[src/rtl/shift_right_unit.sv]
// Iterative multi-cycle shifter for the EX stage: at most STEP bit positions per clock.
// Optional macro SHIFT_LEFT_EN adds a dir input (1 = left, zero fill) for SLL/SLLV.
module shift_right_unit #(
    parameter int unsigned STEP = 4
) (
    input  logic        clk,
    input  logic        rst,
    input  logic        start,
    input  logic        flush,
    input  logic [31:0] x,
    input  logic [4:0]  shamt,
    input  logic        arith,
`ifdef SHIFT_LEFT_EN
    input  logic        dir,
`endif
    output logic [31:0] y,
    output logic        busy,
    output logic        done
);

    localparam int unsigned W   = 32;
    localparam int unsigned SW  = 5;
    localparam logic [SW-1:0] STEP_K = SW'(STEP);

    typedef enum logic [1:0] {
        S_IDLE  = 2'd0,
        S_SHIFT = 2'd1,
        S_DONE  = 2'd2
    } state_t;

    state_t        r_state, w_state_nxt;
    logic [W-1:0]  r_work, w_work_nxt;
    logic [SW-1:0] r_rem, w_rem_nxt;
    logic          r_fill, w_fill_nxt;
    logic [W-1:0]  r_y, w_y_nxt;
    logic          r_busy;
    logic          r_done;
    logic [SW-1:0] w_k;
    logic [W-1:0]  w_shift_r;
    logic [W-1:0]  w_shifted;
`ifdef SHIFT_LEFT_EN
    logic          r_left, w_left_nxt;
`endif

    // Step size this cycle never exceeds the remaining count, so rem cannot underflow.
    assign w_k       = (r_rem < STEP_K) ? r_rem : STEP_K;
    assign w_shift_r = (r_work >> w_k) | ({W{r_fill}} & ~({W{1'b1}} >> w_k));
`ifdef SHIFT_LEFT_EN
    assign w_shifted = r_left ? (r_work << w_k) : w_shift_r;
`else
    assign w_shifted = w_shift_r;
`endif

    // Next-state and datapath update; flush outranks any start request.
    always_comb begin
        w_state_nxt = r_state;
        w_work_nxt  = r_work;
        w_rem_nxt   = r_rem;
        w_fill_nxt  = r_fill;
        w_y_nxt     = r_y;
`ifdef SHIFT_LEFT_EN
        w_left_nxt  = r_left;
`endif
        if (flush) begin
            w_state_nxt = S_IDLE;
        end else begin
            case (r_state)
                S_IDLE, S_DONE: begin
                    w_state_nxt = S_IDLE;
                    if (start) begin
                        w_work_nxt = x;
                        w_rem_nxt  = shamt;
                        w_fill_nxt = arith & x[W-1];
`ifdef SHIFT_LEFT_EN
                        w_left_nxt = dir;
`endif
                        if (shamt == '0) begin
                            w_y_nxt     = x;
                            w_state_nxt = S_DONE;
                        end else begin
                            w_state_nxt = S_SHIFT;
                        end
                    end
                end
                S_SHIFT: begin
                    w_work_nxt = w_shifted;
                    w_rem_nxt  = r_rem - w_k;
                    if (r_rem == w_k) begin
                        w_y_nxt     = w_shifted;
                        w_state_nxt = S_DONE;
                    end
                end
                default: begin
                    w_state_nxt = S_IDLE;
                end
            endcase
        end
    end

    always_ff @(posedge clk) begin
        if (rst) begin
            r_state <= S_IDLE;
            r_work  <= '0;
            r_rem   <= '0;
            r_fill  <= 1'b0;
            r_y     <= '0;
            r_busy  <= 1'b0;
            r_done  <= 1'b0;
`ifdef SHIFT_LEFT_EN
            r_left  <= 1'b0;
`endif
        end else begin
            r_state <= w_state_nxt;
            r_work  <= w_work_nxt;
            r_rem   <= w_rem_nxt;
            r_fill  <= w_fill_nxt;
            r_y     <= w_y_nxt;
            r_busy  <= (w_state_nxt == S_SHIFT);
            r_done  <= (w_state_nxt == S_DONE);
`ifdef SHIFT_LEFT_EN
            r_left  <= w_left_nxt;
`endif
        end
    end

    assign y    = r_y;
    assign busy = r_busy;
    assign done = r_done;

endmodule

[config.mk]
export PLATFORM = sky130hd
export DESIGN_NAME = shift_right_unit
export DESIGN_NICKNAME = d
export VERILOG_FILES = /design/src/rtl/shift_right_unit.sv
export SDC_FILE = /design/constraint.sdc
export NUM_CORES = 1
export LEC_CHECK = 0
export CAP_MARGIN = 20
export CORE_MARGIN = 3
export CORE_UTILIZATION = 53
export DETAILED_ROUTE_END_ITERATION = 12
export PLACE_DENSITY = 0.84
export SLEW_MARGIN = 20
export SYNTH_ARGS = -nofsm -noshare
export SYNTH_HDL_FRONTEND = slang
export SYNTH_SLANG_ARGS = --single-unit
[constraint.sdc]
create_clock -name clk -period 2 [get_ports clk]
set_input_delay 0.4 -clock clk [delete_from_list [all_inputs] [get_ports clk]]
set_output_delay 0.4 -clock clk [all_outputs]
set_load 0.03 [all_outputs]
==> impl_metrics.yaml <==
status:
  status: "complete, no violations"
clocking:
  cts_inserted_buffers: 9
  clk_pin_slew_worst_paths_ns: 0.08
  root_buffer: "sky130_fd_sc_hd__clkbuf_8"
  clockBufferDepth: 2
  tritoncts_clock_tree: "done"
  clock_sinks: 74
  ctsHtreeMaxLevel: 3
  worstSkewPairLatency_ns: 0.36
  post-cts-setup-buffer-count: 0
setup_path:
  crit_top_cell: "sky130_fd_sc_hd__o31ai_1"
  timing.critical_path.from_type: "flop"
  critPathBufInv: 1
  timing.critical_path.fanout_max: 18
  cp_data_arrival_time_ns: 2.17
  critical_path.top_delay_family: "compound AO/OA/AOI/OAI gates"
  crit_slowest_cell: "sky130_fd_sc_hd__or3_1"
  worstSetupEndpointType: "flop"
  crit_path_cell_trace: "or3_1 -> buf_4 -> o31ai_1 -> a221oi_2 -> o31ai_1"
  critical_path_required_ns: 2.27
  timing.critical_path.slowest_cell_delay_ns: 0.49
  timing.setup.critical_path_class: "reg -> reg"
finish:
  layout-area-overhead-vs-synth_pct: 30.7
  final-seq-area_um2: 1480
  mostFrequentLayoutCell: "sky130_fd_sc_hd__nand2_1"
  nNetsFinal: 603
  multiInputGateArea_um2: 2420
  antennaDiodeCount: 0
  post_route_cells_drive_above_1_share_pct: 14.9
  design_area_um2: 5430
  n_fill_cell: 562
  layout_common_cells: "sky130_fd_sc_hd__nand2_1, sky130_fd_sc_hd__clkdlybuf4s50_1, sky130_fd_sc_hd__dfxtp_1"
yosys:
  synth.avg_cell_area_um2: 8.60
  mapped_area_um2: 4150
  synth.distinct_cells: 54
  yosysTopAreaCell: "sky130_fd_sc_hd__dfxtp_1"
  mappedNetlistNets: 527
  synth-edff-count: 0
  synth_top_area_share_pct: 35.7
  async_flop_share_pct: 0
  yosysWarningCount: 0
  postSynthCellCount: 483
  synth.area.top_cells: "sky130_fd_sc_hd__dfxtp_1, sky130_fd_sc_hd__mux4_2, sky130_fd_sc_hd__nand2_1"
  synth-main-ff-cell: "sky130_fd_sc_hd__dfxtp_1"
  synth_sequential_area_ratio_pct: 35.7
  synth_seq_cells: 74
die:
  die_outline_area_um2: 8930
  initial_util_pct: 56.1
  coreArea_um2: 7410
  chipHeight_um: 94.5
  io_pins: 76
  fp.dieW_um: 94.5
  row_count: 31
detailed_routing:
  drt-vias-per-instance: 6.57
  antenna_left: 0
  drt-wirelength-per-cell_um: 19.5
  first_pass_iters: 7
  detailroute.via_count: 4349
  drt_first_iter_violations: 430
  totalWireLength_mm: 12.9
  route.detailed.drc: 0
place:
  dpl_cell_area_um2: 5170
  place.port_buffers: 75
  place.gp.congestion: 0.902
  detailed_place_hpwl_mm: 8.72
sta:
  finalClockSkew_ns: 0.00954
  fmax_ghz: 0.526
  final.period_utilization_pct: 95.0
  minimum_clock_period_ns: 1.90
  slew_viols_final: 0
  setup_viol_count_final: 0
  timing.final.hold_violations: 0
  unrepaired_setup_endpoints_after_global_routing: "yes"
power:
  powerDensity_nw_per_um2: 717
  vdd.ir_drop.worst_uv: 464
  static-leakage-power_nw: 1.94
  total_power_mw: 3.89
global_route:
  grt_first_pass_wirelength_mm: 20.8
  largest_net_degree_at_the_start_of_global_routing: 52
  grt_pass1_vias: 4159
  grt-ovfl-total: 0
  grt_util_all_layers_pct: 29.8
  antenna_found_initial: 0
flow_run:
  cap_viol_max_count: 0
worst_hold_path:
  timing.hold.worst.class: "reg -> reg"
## Yosys cell counts, types with 2 or more instances
master,instances
sky130_fd_sc_hd__nand3_1,7
sky130_fd_sc_hd__a211o_1,2
sky130_fd_sc_hd__dfxtp_1,74
sky130_fd_sc_hd__nor2_1,19
sky130_fd_sc_hd__clkbuf_1,24
sky130_fd_sc_hd__o2bb2ai_1,11
sky130_fd_sc_hd__nor3_1,14
sky130_fd_sc_hd__a221oi_1,5
sky130_fd_sc_hd__o21ai_0,25
sky130_fd_sc_hd__nand2b_1,3
sky130_fd_sc_hd__mux4_2,13
sky130_fd_sc_hd__buf_1,4
sky130_fd_sc_hd__buf_6,2
sky130_fd_sc_hd__o2111ai_1,7
sky130_fd_sc_hd__a221o_1,2
sky130_fd_sc_hd__buf_4,4
sky130_fd_sc_hd__nor2b_1,2
sky130_fd_sc_hd__a21oi_1,27
sky130_fd_sc_hd__o31ai_1,10
sky130_fd_sc_hd__mux2i_1,26
sky130_fd_sc_hd__nand2_1,78
sky130_fd_sc_hd__a311oi_1,13
sky130_fd_sc_hd__o211ai_1,2
sky130_fd_sc_hd__o22ai_1,24
sky130_fd_sc_hd__ha_1,2
sky130_fd_sc_hd__buf_2,14
sky130_fd_sc_hd__o21bai_1,6
sky130_fd_sc_hd__a2bb2oi_1,3
sky130_fd_sc_hd__inv_1,14
sky130_fd_sc_hd__or2_2,2
sky130_fd_sc_hd__o221a_2,4
sky130_fd_sc_hd__o21a_1,3
sky130_fd_sc_hd__conb_1,2
sky130_fd_sc_hd__o32ai_1,7
sky130_fd_sc_hd__a31oi_1,9
## cell families (layout without fill, tap and decap cells)
| logic type | after synthesis | in the layout | synth area share, % |
|---|---|---|---|
| other | 2 | 2 | 0.181 |
| and+or+nand+nor | 136 | 136 | 15.0 |
| AOI/OAI and AO/OA | 166 | 166 | 28.0 |
| DFF | 74 | 74 | 35.7 |
| adders and majority gates | 2 | 2 | 0.602 |
| xor gates and xnor gates | 1 | 1 | 0.211 |
| muxes | 40 | 40 | 13.6 |
| buffers and inverters | 62 | 142 | 6.75 |
## worst paths after layout
check	cells after the start	end	start	slack, ns
worst min-delay path	2	y[19]	y[19]	0.47
worst max-delay path	5	r_work[29]	r_rem[2]	0.10
worst min register to register	2	y[19]	y[19]	0.47
worst max register to register	5	r_work[29]	r_rem[2]	0.10
## layout make-up
cell class / count / share of cell area (%)
multi-input cells: 347 / 44.5
flip-flops and latches: 74 / 27.3
repair buffers: 113 / 20.5
clock buffers: 10 / 2.54
well taps: 99 / 2.28
clock inverters: 5 / 1.89
inverters: 14 / 0.968
## power by group
| part | total, mW | internal (mW) | switching, mW |
|---|---|---|---|
| Sequential | 1.65 | 1.55 | 0.102 |
| Combinational | 0.819 | 0.373 | 0.445 |
| Clock | 1.42 | 0.854 | 0.569 |
## per-stage QoR
step / setup TNS [ns] / util (%) / worst slack [ns] / std cells / hold slack, ns
CTS: 0 / 73.1 / 0.0374 / 662 / 0.473
global placement: -3.77 / 69.8 / -0.150 / 647 / 0.458
detailed placement: -6.61 / 69.8 / -0.288 / 647 / 0.461
floorplan: 0 / - / 0.268 / 483 / 0.469
finish: 0 / 73.3 / 0.100 / 662 / 0.472
global route: -0.00741 / 73.3 / -0.00741 / 662 / 0.487
## tightest hold or removal path: cells and delay by family, from the launching register on
family	cells	cell delay [ns]
DFF	1	0.31
AOI/OAI and AO/OA	1	0.06
and+or+nand+nor	1	0.05
## registers in the layout, indices dropped and copies added (netlist names)
register and cells:
busy 1, r_state 2, r_rem 5, y 32, done 1, r_fill 1
r_work 32
## metal layers
layer,wire length [µm],GRT usage (%),up-vias,share of wire [%]
li1,-,-,1961,-
met3,1280,4.22,37,9.9
met5,0,0,-,0
met1,5330,41.1,2060,41
met2,6040,47.0,291,47
met4,293,12.1,0,2.3
## repair_timing
item | in CTS | in global routing
resized for setup | 0 | 3
hold buffers | 0 | 0
setup endpoints to repair | 0 | 13
Note: power is estimated with default switching activity, not from simulation.
